--- src/rtl/eth_pkg.sv ---
// Shared types and constants for the Ethernet port receive path.
// Holds the FSM state enum, the buffer entry layout and a saturating counter helper.
package eth_pkg;

    localparam int DATA_W = 32;
    localparam int CNT_W  = 16;

    typedef enum logic [1:0] {
        StIdle,
        StRecv,
        StDrop
    } rx_state_t;

    typedef struct packed {
        logic              sop;
        logic              eop;
        logic [DATA_W-1:0] data;
    } entry_t;

    // Two drops can land in one cycle (old packet abandoned plus new 1-word packet rejected).
    function automatic logic [CNT_W-1:0] sat_add(input logic [CNT_W-1:0] val,
                                                 input logic [1:0]       inc);
        logic [CNT_W:0] sum;
        sum = {1'b0, val} + {{(CNT_W-1){1'b0}}, inc};
        return sum[CNT_W] ? {CNT_W{1'b1}} : sum[CNT_W-1:0];
    endfunction

endpackage

--- src/rtl/eth_pkt_buf.sv ---
// Packet buffer with speculative write pointer, commit pointer and read pointer.
// Only entries between read and commit pointers are visible to the consumer.
module eth_pkt_buf
    import eth_pkg::*;
#(
    parameter int DEPTH = 64
) (
    input  logic   clk,
    input  logic   reset,
    input  logic   wr_en,
    input  entry_t wr_entry,
    input  logic   rollback,
    input  logic   commit,
    input  logic   rd_en,
    output entry_t rd_entry,
    output logic   rd_valid,
    output logic   full_wr,
    output logic   full_cmt
);

    localparam int AW = $clog2(DEPTH);
    localparam logic [AW:0] PTR_ONE = (AW + 1)'(1);

    logic [AW:0] wr_ptr_q, cmt_ptr_q, rd_ptr_q;
    logic [AW:0] base_ptr;
    entry_t      mem [DEPTH];

    function automatic logic is_full(input logic [AW:0] wp, input logic [AW:0] rp);
        return (wp[AW] != rp[AW]) && (wp[AW-1:0] == rp[AW-1:0]);
    endfunction

    // A rollback in the same cycle as a write restarts the packet at the commit point.
    assign base_ptr = rollback ? cmt_ptr_q : wr_ptr_q;

    assign full_wr  = is_full(wr_ptr_q, rd_ptr_q);
    assign full_cmt = is_full(cmt_ptr_q, rd_ptr_q);
    assign rd_valid = (rd_ptr_q != cmt_ptr_q);
    assign rd_entry = mem[rd_ptr_q[AW-1:0]];

    always_ff @(posedge clk or posedge reset) begin
        if (reset) begin
            wr_ptr_q  <= '0;
            cmt_ptr_q <= '0;
            rd_ptr_q  <= '0;
        end else begin
            if (wr_en) begin
                wr_ptr_q <= base_ptr + PTR_ONE;
            end else if (rollback) begin
                wr_ptr_q <= cmt_ptr_q;
            end
            if (commit) begin
                cmt_ptr_q <= base_ptr + PTR_ONE;
            end
            if (rd_en && rd_valid) begin
                rd_ptr_q <= rd_ptr_q + PTR_ONE;
            end
        end
    end

    always_ff @(posedge clk) begin
        if (wr_en) begin
            mem[base_ptr[AW-1:0]] <= wr_entry;
        end
    end

endmodule

--- src/rtl/eth_port_rx.sv ---
// Receive side of a switch port: frames words into packets, drops oversize, aborted
// or non-fitting packets, and exposes committed words through a first-word fall-through buffer.
module eth_port_rx
    import eth_pkg::*;
#(
    parameter int DEPTH     = 64,
    parameter int MAX_WORDS = 32
) (
    input  logic              clk,
    input  logic              reset,
    input  logic [DATA_W-1:0] rxData,
    input  logic              rxSop,
    input  logic              rxEop,
    input  logic              rdEn,
    output logic [DATA_W-1:0] rdData,
    output logic              rdSop,
    output logic              rdEop,
    output logic              rdValid,
    output logic [CNT_W-1:0]  pktCount,
    output logic [CNT_W-1:0]  dropCount
);

    localparam int WCNT_W = $clog2(MAX_WORDS + 1);
    localparam logic [WCNT_W-1:0] MAX_CNT  = WCNT_W'(MAX_WORDS);
    localparam logic [WCNT_W-1:0] CNT_ONE  = WCNT_W'(1);

    rx_state_t         state_q, state_d;
    logic [WCNT_W-1:0] wcnt_q, wcnt_d;
    logic [CNT_W-1:0]  pkt_cnt_q, drop_cnt_q;

    logic       wr_en, rollback, commit, pkt_inc, start_pkt, restart, full_sel;
    logic [1:0] drop_inc;
    logic       full_wr, full_cmt, buf_valid;
    entry_t     wr_entry, rd_entry;

    assign wr_entry = '{sop: rxSop, eop: rxEop, data: rxData};

    always_comb begin
        state_d   = state_q;
        wcnt_d    = wcnt_q;
        wr_en     = 1'b0;
        rollback  = 1'b0;
        commit    = 1'b0;
        pkt_inc   = 1'b0;
        drop_inc  = 2'd0;
        start_pkt = 1'b0;
        restart   = 1'b0;
        full_sel  = 1'b0;

        unique case (state_q)
            StIdle: begin
                if (rxSop) begin
                    start_pkt = 1'b1;
                end else if (rxEop) begin
                    drop_inc = 2'd1;
                end
            end
            StRecv: begin
                if (rxSop) begin
                    restart   = 1'b1;
                    rollback  = 1'b1;
                    drop_inc  = 2'd1;
                    start_pkt = 1'b1;
                end else if (wcnt_q == MAX_CNT || full_wr) begin
                    rollback = 1'b1;
                    if (rxEop) begin
                        drop_inc = 2'd1;
                        state_d  = StIdle;
                    end else begin
                        state_d = StDrop;
                    end
                end else begin
                    wr_en  = 1'b1;
                    wcnt_d = wcnt_q + CNT_ONE;
                    if (rxEop) begin
                        commit  = 1'b1;
                        pkt_inc = 1'b1;
                        state_d = StIdle;
                    end
                end
            end
            StDrop: begin
                if (rxSop) begin
                    drop_inc  = 2'd1;
                    start_pkt = 1'b1;
                end else if (rxEop) begin
                    drop_inc = 2'd1;
                    state_d  = StIdle;
                end
            end
            default: state_d = StIdle;
        endcase

        // New packet head: fullness is judged at the commit point when restarting.
        if (start_pkt) begin
            full_sel = restart ? full_cmt : full_wr;
            if (rxEop) begin
                state_d = StIdle;
                if (full_sel) begin
                    drop_inc = drop_inc + 2'd1;
                end else begin
                    wr_en   = 1'b1;
                    commit  = 1'b1;
                    pkt_inc = 1'b1;
                end
            end else if (full_sel) begin
                state_d = StDrop;
            end else begin
                wr_en   = 1'b1;
                wcnt_d  = CNT_ONE;
                state_d = StRecv;
            end
        end
    end

    always_ff @(posedge clk or posedge reset) begin
        if (reset) begin
            state_q    <= StIdle;
            wcnt_q     <= '0;
            pkt_cnt_q  <= '0;
            drop_cnt_q <= '0;
        end else begin
            state_q    <= state_d;
            wcnt_q     <= wcnt_d;
            pkt_cnt_q  <= sat_add(pkt_cnt_q, {1'b0, pkt_inc});
            drop_cnt_q <= sat_add(drop_cnt_q, drop_inc);
        end
    end

    eth_pkt_buf #(
        .DEPTH(DEPTH)
    ) u_buf (
        .clk      (clk),
        .reset    (reset),
        .wr_en    (wr_en),
        .wr_entry (wr_entry),
        .rollback (rollback),
        .commit   (commit),
        .rd_en    (rdEn),
        .rd_entry (rd_entry),
        .rd_valid (buf_valid),
        .full_wr  (full_wr),
        .full_cmt (full_cmt)
    );

    assign rdValid   = buf_valid;
    assign rdData    = rd_entry.data;
    assign rdSop     = buf_valid & rd_entry.sop;
    assign rdEop     = buf_valid & rd_entry.eop;
    assign pktCount  = pkt_cnt_q;
    assign dropCount = drop_cnt_q;

endmodule

--- config.mk ---
export PLATFORM = sky130hd
export DESIGN_NAME = eth_port_rx
export DESIGN_NICKNAME = d
export VERILOG_FILES = /design/src/rtl/eth_pkg.sv /design/src/rtl/eth_pkt_buf.sv /design/src/rtl/eth_port_rx.sv
export SDC_FILE = /design/constraint.sdc
export NUM_CORES = 2
export LEC_CHECK = 0
export ABC_CLOCK_PERIOD_IN_PS = 6600
export BUFFER_PORTS_ARGS = -buffer_cell sky130_fd_sc_hd__buf_4
export CAP_MARGIN = 20
export CORE_ASPECT_RATIO = 1.5
export CORE_MARGIN = 1
export CORE_UTILIZATION = 40
export CTS_CLUSTER_SIZE = 14
export DETAILED_ROUTE_END_ITERATION = 12
export PLACE_DENSITY_LB_ADDON = 0.25
export SLEW_MARGIN = 15
export SYNTH_ARGS = -nofsm -noshare
export SYNTH_HDL_FRONTEND = slang
export SYNTH_SLANG_ARGS = --single-unit
export TNS_END_PERCENT = 10
--- constraint.sdc ---
create_clock -name clk -period 6.6 [get_ports clk]
set_clock_uncertainty 0.2 [all_clocks]
set_input_delay 0.33 -clock clk [delete_from_list [all_inputs] [get_ports clk]]
set_output_delay 0.33 -clock clk [all_outputs]
set_load 0.01 [all_outputs]
==> results.md <==
Floorplan:
- During I/O placement, the number of pins put on the boundary was 104.
- The starting utilization of the core area is 40.3%.
- The core region is 214000 µm².
- The die is 381 µm wide.
- The die outline area is 218000 µm².
- From bottom edge to top edge, the die measures 571 µm.
- After floorplanning, the core was divided into 208 placement rows.

STA:
- Setup repair after global routing left no endpoint under its margin.
- The setup slack after layout is 0.773 ns.
- The final count of pins violating max slew is 0.
- The count of endpoints failing hold in the final timing report is 0.
- At the pin with the least slew margin, the transition time is 1.17 ns.
- The total negative slack for setup checks is 0 ns.
- In this run the tightest slew margin relative to its limit is 21.7%.
- The upper clock frequency limit is 172 MHz.
- The count of final setup violators is 0.
- The final critical path takes up 88.3% of the cycle.
- The clock period minus final worst setup slack is 5.83 ns.

Clock tree:
- The number of gates resized after CTS was 0.
- The clock sink total is 2237.
- TritonCTS built the clock tree.
- The latest clock arrival within the worst-skew pair is 0.85 ns.
- The maximum number of buffers from clock root to sink is 4.
- The number of hold-repair buffers added at the cts stage is 36.
- Clock-pin slew was measured on the worst setup and hold paths at 0.07 ns.
- The cell sitting at the root of the clock tree is a clkbuf_16.
- The buffer count from post-CTS setup fixing is 0.
- The number of clock buffers inserted by TritonCTS is 214.
- The clock tree synthesis step divided the H-tree into 4 levels.

Global routing:
- The initial antenna violation count is 10.
- The met2 capacity usage during global routing is 39.2%.
- For met1 alone, demand over resource in global routing was 28.6%.
- For met3 alone, demand over resource in global routing was 2.86%.
- met2 is the most crowded layer.
- The overall overflow remaining after global route is 0.
- The first-pass GRT wire length is 339000 µm.
- The number of global-route vias before repair is 43.7k.
- Entering global routing, the biggest net connects 101 pins.
- The overall track demand over capacity in global routing is 22.2%.

Yosys:
- The synthesized netlist contains 59 unique library cells.
- The prevailing post-synth register cell is edfxtp_1.
- The number of nets in the synthesized netlist is 3906.
- Averaged over all synthesized cells, the footprint is 22.4 µm².
- The count of flip-flops with a built-in enable after synthesis is 2176.
- The sequential cell area fraction in the yosys report is 77.5%.
- Summing every instance area after synthesis gives 86300 µm².
- After technology mapping, the gate count stands at 3855.
- The number of flip-flops and latches in the synthesized netlist is 2237.
- Of all flip-flops after synthesis, the portion carrying an async set or reset was 2.73%.
- Yosys printed 0 warnings.

Setup path:
- The data required time of the worst path is 6.07 ns.
- The critical setup path kind is register to output port.
- Traced cell by cell, the critical path runs through buf_4 -> buf_4 -> and2_1 -> a22oi_1 -> nand2_1 -> a211oi_1 -> a221oi_1 -> buf_4 -> buf_4.
- Data arrives at the worst endpoint at 5.30 ns.
- The worst-path maximum fanout is 48.
- The count of buffering cells on the critical path with inverters included is 4.
- The sort of element at the end of the critical path is an output port.
- The cell occurring most often along the worst timing path is buf_4.
- The slowest stage of the critical path is the a221oi_1 cell.
- The launching element type of the critical path is a register.
- The kind of cell adding the most delay to the critical path is buffers and inverters.
- The delay of the slowest cell on the worst path is 0.80 ns.

Placement:
- At the end of routability-driven placement, the weighted congestion stood at 0.804.
- The HPWL after detailed placement is 138000 µm.
- The pre-CTS setup slack is 1.49 ns.
- During placement, the flow inserted port buffers numbering 103.

Power:
- Internal power comes to 0.0279 W.
- Across the VDD grid, the largest voltage drop is 487 µV.
- In this run switching power makes up 31.6% of total power.
- The fraction of power consumed by combinational cells is 30.3%.
- After layout, the design draws a total of 0.0407 W.
- The power density over cell area is 414 nW/µm².
- The power spent charging and discharging nets is 0.0129 W.
- The sequential fraction of design power is 41.0%.
- The part of the power in the clock network is 28.7%.
- The leakage power is 30.6 nW.

Routing:
- The DRC marker count from the first detailed-route iteration is 4905.
- For this run, design rule violations remaining after detail routing come to 0.
- The routed wirelength normalized by instance count is 34.0 µm.
- The first-pass detailed-route iteration total is 8.
- Dividing the detail-routed via count by the number of cells gives 5.95.
- The number of nets still failing antenna checks after routing is 0.
- For this block, the routed nets add up to 243000 µm of wire.
- The overall via count from detail_route is 42.6k.

Finish:
- The fill cell total of the finished layout is 17.6k.
- The final layout contains 4201 nets.
- In the final layout, the share of cells above drive strength 1 is 28.4%.
- The most common cell after layout, fill and taps aside is edfxtp_1.
- Leaving out fill and tap cells, the most frequent cells in the layout are edfxtp_1 (2176), mux4_2 (574), buf_4 (234).
- The relative area change from synthesis to final layout is 14.1%.

Status:
- The flow ran to the end, and the final reports show no timing, DRC or antenna violations.

Flow run:
- Across the run, the number of max-cap violations was 0.

Min path:
- The tightest min-delay check is of the input pin to asynchronous set/reset pin type.
==> sequential cells by signal, indices dropped and copies added, names as in the netlist <==
| signal | flops |
|---|---|
| wcnt_q | 6 |
| dropCount | 16 |
| state_q | 2 |
| u_buf.wr_ptr_q | 7 |
| pktCount | 16 |
| u_buf.rd_ptr_q | 7 |
| u_buf.cmt_ptr_q | 7 |
| u_buf.mem | 2176 |
==> synthesized netlist by cell type, drive strengths merged, types with 6 or more instances <==
| cell | n | area share [%] |
|---|---|---|
| a22oi | 121 | 1.1 |
| edfxtp | 2176 | 76 |
| nor2b | 24 | 0.17 |
| mux4 | 574 | 15 |
| nor3 | 12 | 0.070 |
| nand2b | 17 | 0.12 |
| nand3 | 42 | 0.24 |
| xor2 | 26 | 0.26 |
| buf | 134 | 0.89 |
| nand2 | 89 | 0.39 |
| a22o | 37 | 0.38 |
| and3 | 17 | 0.12 |
| a221oi | 43 | 0.44 |
| a32o | 12 | 0.14 |
| clkbuf | 84 | 0.37 |
| mux2i | 23 | 0.27 |
| ha | 13 | 0.19 |
| dfrtp | 61 | 1.8 |
| a32oi | 6 | 0.061 |
| inv | 16 | 0.070 |
| nor2 | 106 | 0.46 |
| xnor2 | 27 | 0.27 |
| and2 | 12 | 0.087 |
| a211oi | 7 | 0.061 |
| o21ai | 22 | 0.13 |
| a21oi | 52 | 0.30 |
| a31oi | 14 | 0.10 |
| nand4 | 19 | 0.14 |
| nor4 | 6 | 0.044 |
| mux2 | 15 | 0.20 |
==> final timing paths <==
kind | slack (ns) | to | start | cells after the start
setup / recovery | 0.77 | rdData[24] | u_buf.rd_ptr_q[2]$_DFFE_PP0P_ | 9
hold / removal | 0.09 | wcnt_q[3]$_DFF_PP0_ | reset | 4
setup reg to reg | 1.47 | u_buf.mem[22][28]$_DFFE_PP_ | u_buf.rd_ptr_q[0]$_DFFE_PP0P_ | 8
hold reg to reg | 0.35 | pktCount[4]$_DFF_PP0_ | pktCount[4]$_DFF_PP0_ | 2
max in group asynchronous | 5.49 | u_buf.rd_ptr_q[1]$_DFFE_PP0P_ | reset | 4
min in group clk | 0.29 | u_buf.mem[62][32]$_DFFE_PP_ | rxEop | 2
==> cells by family after synthesis <==
logic type	share of synthesized area, %
DFF	77.5
muxes	15.4
and+or+nand+nor	1.99
AOI/OAI and AO/OA	2.98
buffers and inverters	1.33
xor gates and xnor gates	0.538
adders and majority gates	0.212
==> stage by stage <==
step	std cells	utilization, %	hold WS, ns	area [µm²]
CTS	7146	46.0	0.0751	98400
global placement	6732	42.8	0.324	91600
global route	7147	46.0	0.150	98400
detailed placement	6733	42.8	0.330	91600
floorplan	3855	-	0.229	86300
finish	7150	46.0	0.0950	98400
==> area by class of cell <==
cell class,instances,area [µm²],area share (%)
Multi-Input combinational cell,1384,18800,19.1
Timing Repair Buffer,297,2670,2.71
Antenna cell,4,10.0,0.0102
Clock inverter,103,831,0.844
Tap cell,2835,3550,3.60
Clock buffer,274,5630,5.72
Inverter,16,60.1,0.0610
Sequential cell,2237,66900,67.9
==> power by group through the flow <==
stage	sequential [W]	clock (W)	combinational (W)
detailed placement	0.0170	0	0.0125
global placement	0.0170	0	0.0125
global route	0.0168	0.0124	0.0130
floorplan	0.0167	0	0.00776
CTS	0.0167	0.0119	0.0126
finish	0.0167	0.0117	0.0124
==> tightest hold or removal path, cell delays in order <==
cell	delay, ns
dlygate4sd3_1	0.53
buf_4	0.13
inv_2	0.03
buf_4	0.64
==> layer usage <==
| layer | vias to the layer above | wire, µm |
|---|---|---|
| met1 | 23500 | 93400 |
| li1 | 17000 | - |
| met5 | - | 27 |
| met2 | 1748 | 127000 |
| met3 | 365 | 15200 |
| met4 | 4 | 7450 |
(Power assumes the default switching activity.)
